File: src/rtl/vga_timing_pkg.sv
// rtl/vga_timing_pkg.sv - XGA 1024x768@60 raster constants shared by the timing and draw stages
// Derived totals live here so downstream stages never hard-code boundary pixels.
package vga_timing_pkg;

  localparam int CNT_W = 11;

  localparam int XGA_H_ACTIVE = 1024;
  localparam int XGA_H_FP     = 24;
  localparam int XGA_H_SYNC   = 136;
  localparam int XGA_H_BP     = 160;
  localparam int XGA_H_TOT    = XGA_H_ACTIVE + XGA_H_FP + XGA_H_SYNC + XGA_H_BP;

  localparam int XGA_V_ACTIVE = 768;
  localparam int XGA_V_FP     = 3;
  localparam int XGA_V_SYNC   = 6;
  localparam int XGA_V_BP     = 29;
  localparam int XGA_V_TOT    = XGA_V_ACTIVE + XGA_V_FP + XGA_V_SYNC + XGA_V_BP;

  typedef logic [CNT_W-1:0] count_t;

  function automatic count_t to_count(input int value);
    return count_t'(value);
  endfunction

endpackage

File: src/rtl/vga_timing.sv
// rtl/vga_timing.sv - free-running raster counter with zero-skew registered sync/blank strobes
// Strobes are decoded from the next-count values so they land on the same edge as the counters.
module vga_timing
  import vga_timing_pkg::*;
#(
  parameter int   H_ACTIVE = XGA_H_ACTIVE,
  parameter int   H_FP     = XGA_H_FP,
  parameter int   H_SYNC   = XGA_H_SYNC,
  parameter int   H_BP     = XGA_H_BP,
  parameter int   V_ACTIVE = XGA_V_ACTIVE,
  parameter int   V_FP     = XGA_V_FP,
  parameter int   V_SYNC   = XGA_V_SYNC,
  parameter int   V_BP     = XGA_V_BP,
  parameter logic SYNC_POL = 1'b1
) (
  input  logic             pclk,
  input  logic             rst,
  output logic [CNT_W-1:0] hcount,
  output logic [CNT_W-1:0] vcount,
  output logic             hsync,
  output logic             vsync,
  output logic             hblnk,
  output logic             vblnk,
  output logic             frame_start
);

  localparam int H_TOT = H_ACTIVE + H_FP + H_SYNC + H_BP;
  localparam int V_TOT = V_ACTIVE + V_FP + V_SYNC + V_BP;

  localparam count_t H_LAST     = to_count(H_TOT - 1);
  localparam count_t V_LAST     = to_count(V_TOT - 1);
  localparam count_t H_BLK_BEG  = to_count(H_ACTIVE);
  localparam count_t V_BLK_BEG  = to_count(V_ACTIVE);
  localparam count_t H_SYNC_BEG = to_count(H_ACTIVE + H_FP);
  localparam count_t H_SYNC_END = to_count(H_ACTIVE + H_FP + H_SYNC);
  localparam count_t V_SYNC_BEG = to_count(V_ACTIVE + V_FP);
  localparam count_t V_SYNC_END = to_count(V_ACTIVE + V_FP + V_SYNC);
  localparam count_t CNT_ONE    = to_count(1);

  count_t h_next;
  count_t v_next;
  logic   h_wrap;
  logic   v_wrap;
  logic   hsync_next;
  logic   vsync_next;
  logic   hblnk_next;
  logic   vblnk_next;
  logic   frame_next;

  always_comb begin
    h_wrap = (hcount == H_LAST);
    v_wrap = (vcount == V_LAST);
    h_next = h_wrap ? '0 : hcount + CNT_ONE;
    v_next = vcount;
    if (h_wrap) begin
      v_next = v_wrap ? '0 : vcount + CNT_ONE;
    end
  end

  // Decode against the value the counters are about to take, never the registered ones.
  always_comb begin
    hblnk_next = (h_next >= H_BLK_BEG);
    vblnk_next = (v_next >= V_BLK_BEG);
    hsync_next = ((h_next >= H_SYNC_BEG) && (h_next < H_SYNC_END)) ? SYNC_POL : ~SYNC_POL;
    vsync_next = ((v_next >= V_SYNC_BEG) && (v_next < V_SYNC_END)) ? SYNC_POL : ~SYNC_POL;
    frame_next = (h_next == '0) && (v_next == '0);
  end

  always_ff @(posedge pclk) begin
    if (rst) begin
      hcount      <= '0;
      vcount      <= '0;
      hblnk       <= 1'b0;
      vblnk       <= 1'b0;
      hsync       <= ~SYNC_POL;
      vsync       <= ~SYNC_POL;
      frame_start <= 1'b0;
    end else begin
      hcount      <= h_next;
      vcount      <= v_next;
      hblnk       <= hblnk_next;
      vblnk       <= vblnk_next;
      hsync       <= hsync_next;
      vsync       <= vsync_next;
      frame_start <= frame_next;
    end
  end

endmodule
File: config.mk
export PLATFORM = sky130hd
export DESIGN_NAME = vga_timing
export DESIGN_NICKNAME = d
export VERILOG_FILES = /design/src/rtl/vga_timing_pkg.sv /design/src/rtl/vga_timing.sv
export SDC_FILE = /design/constraint.sdc
export NUM_CORES = 1
export LEC_CHECK = 0
export CAP_MARGIN = 5
export CORE_MARGIN = 3
export CORE_UTILIZATION = 46
export CTS_BUF_LIST = sky130_fd_sc_hd__clkbuf_16
export DETAILED_ROUTE_END_ITERATION = 7
export PLACE_DENSITY = 0.82
export SLEW_MARGIN = 20
export SYNTH_ARGS = -nofsm -noshare
export SYNTH_HDL_FRONTEND = slang
export SYNTH_SLANG_ARGS = --single-unit
export TNS_END_PERCENT = 50
File: constraint.sdc
create_clock -name pclk -period 2.8 [get_ports pclk]
set_clock_uncertainty 0.2 [all_clocks]
set_input_delay 0.28 -clock pclk [delete_from_list [all_inputs] [get_ports pclk]]
set_output_delay 0.28 -clock pclk [all_outputs]
set_load 0.02 [all_outputs]
==> results of run 1 <==
-- where the power goes --
part / total, mW / internal [mW] / switching [mW]
Sequential: 0.381 / 0.375 / 0.00604
Combinational: 0.0469 / 0.0208 / 0.0261
Clock: 0.317 / 0.189 / 0.127
-- flip-flops by register name, summed over array words and instances, names as in the netlist --
| signal | count |
|---|---|
| hcount | 11 |
| vsync | 1 |
| vblnk | 1 |
| frame_start | 1 |
| vcount | 11 |
| hsync | 1 |
-- kinds of logic after synthesis --
family                   count (synthesis)  share of synthesized area, %
buffers and inverters                   20                          6.07
AO/OA/AOI/OAI                           37                          17.8
XOR/XNOR                                12                          6.99
adder cells (fa/ha/maj)                  3                          2.50
flip-flops                              26                          34.6
AND/OR/NAND/NOR                         88                          31.4
multiplexers                             1                         0.666
-- through the flow --
stage	total power, mW	cell area (µm²)	hold slack [ps]
global placement	0.436	1890	250
finish	0.745	1960	268
global route	0.763	1960	296
floorplan	0.416	1510	284
detailed placement	0.436	1890	264
CTS	0.746	1960	271
-- routing by layer --
layer  track usage [%]  share of wire (%)
met4              8.63                1.4
met3              3.57                4.5
met1              26.1                 48
met2              30.3                 46
met5                 0                  0
-- synth_stat cells, types with 3 or more instances --
cell | number | area share [%]
a21oi_1 | 6 | 2.0
dfxtp_1 | 26 | 35
and4_1 | 4 | 2.3
or3_1 | 3 | 1.2
ha_1 | 3 | 2.5
o21ai_0 | 7 | 2.3
a31oi_1 | 3 | 1.2
nand4_1 | 7 | 2.9
nor2_1 | 23 | 5.7
nor4_1 | 3 | 1.2
nor3_1 | 13 | 4.3
clkbuf_1 | 7 | 1.7
buf_2 | 4 | 1.3
o21a_1 | 3 | 1.5
xor2_1 | 6 | 3.5
xnor2_1 | 6 | 3.5
nand3_1 | 13 | 4.3
inv_1 | 5 | 1.2
nand2_1 | 7 | 1.7
-- layout make-up --
class / instances / area, µm² / area share [%]
inverter: 6 / 22.5 / 1.15
tap: 44 / 55.1 / 2.81
sequential: 26 / 523 / 26.7
multi-input combinational: 141 / 892 / 45.5
clock buffer: 3 / 75.1 / 3.83
timing repair buffer: 43 / 393 / 20.0
-- worst paths after layout --
check                           cells past startpoint          end       from
worst max-delay path                                7  frame_start  hcount[5]
worst max register to register                      7  frame_start  hcount[5]
worst min-delay path                                1    hcount[0]  hcount[0]
worst min register to register                      1    hcount[0]  hcount[0]
-- critical path, stage by stage, from the launching register on --
cell and delay [ps]:
dfxtp_1 340, nand4_1 240, buf_4 240, or2_2 310
a2111oi_0 510, o21bai_1 140, a31o_2 270, nor4_1 290
==> qor.txt, run 1 <==
run status: finished clean
Net Count, Synth: 192
setup TNS: 0 ps
flop2flop setup slack: 150 ps
via/cell ratio: 5.74
Crit Path Max Fanout: 7
Critical Path AT: 2610 ps
Final Hold Fails: 0
# clock sinks: 26
Post-CTS Hold Buffers: 0
TritonCTS clock tree: yes
FP Rows: 20
hpwl dp: 2570 µm
Highest Clock Rate: 0.378 GHz
Die W: 63.2 µm
first-pass GRT wire length: 6310 µm
Die H: 63.2 µm
CP Launch Type: flip-flop
initial drt markers: 87
ys async rst share: 0%
Clk Latency, worst-skew pair: 260 ps
fin cells: 263
GRT Util Overall: 19.4%
Remaining DRCs: 0
TritonCTS Buffers: 3
Synth Instances: 187
Rel. slew slack: 65.4%
Leak: 0.662 nW
Worst Hold Class: reg -> reg
clock edge transition at the registers on the reported setup and hold paths: 60 ps
Worst Path Class, Setup: reg -> reg
initial antenna violation count: 0
CP Capture Type: flip-flop
most frequent cells in the layout: clkdlybuf4s50_1, dfxtp_1, nor2_1, buf_4
# nets final: 226
diode count: 0
most common cell after layout, fill and taps aside: clkdlybuf4s50_1
Ys Warns: 0
final worst path period share: 94.6%
Primary FF master, synth: dfxtp_1
clock root buffer master: clkbuf_16
clock tree buffer depth: 2
Worst Tran Pin Value: 506 ps
number of synthesized flops with an enable pin: 0
RePlAce Congestion: 0.800
TritonRoute pass-1 iters: 4
Placed Cells: 260
fin. max-slew vios: 0
vias in the first global route: 1394
Fill cells: 256
syn_area_per_cell: 8.04 µm²
Post-CTS Setup Inserts: 0
DIE AREA: 3990 µm²
RSZ-0062 raised after global routing: no
Seq/Total Area, Yosys: 34.6%
Ports: 29
starting density of the core: 48.9%
final core utilization: 63.7%
Area growth syn-to-layout: 30.4%
DRT Wirelength: 3770 µm
PnR worst setup slack: 151 ps
Core Area: 3080 µm²
Power Density: 380 nW/µm²
largest net degree at the start of global routing: 22
Cell Area, Synth: 1500 µm²
share of cells above drive strength 1: 12.3%
post-DR wirelength/cell: 14.3 µm
VDD IR max: 0.252 mV
Worst EP required: 2760 ps
max-cap violations: 0
# H-tree levels: 1
Synth cell types: 51
Final Critical Period: 2650 ps
Final ANT Viol Nets: 0
routed via count: 1509
FF+latch count, synth: 26
gr ovfl total: 0
Port Buffers: 28
post_cts resized: 0
final setup violation count: 0
pre-CTS WS: 200 ps
No activity file was read; power rests on OpenSTA's default activity.
==> run 2: changes to the inputs <==
--- a/config.mk
+++ b/config.mk
@@ -10,6 +10,7 @@
 export CORE_UTILIZATION = 46
 export CTS_BUF_LIST = sky130_fd_sc_hd__clkbuf_16
 export DETAILED_ROUTE_END_ITERATION = 7
+export HOLD_SLACK_MARGIN = 0.15
 export PLACE_DENSITY = 0.82
 export SLEW_MARGIN = 20
 export SYNTH_ARGS = -nofsm -noshare
==> results of run 2 <==
Final layout, timing and power as in run 1 (identical DEF).
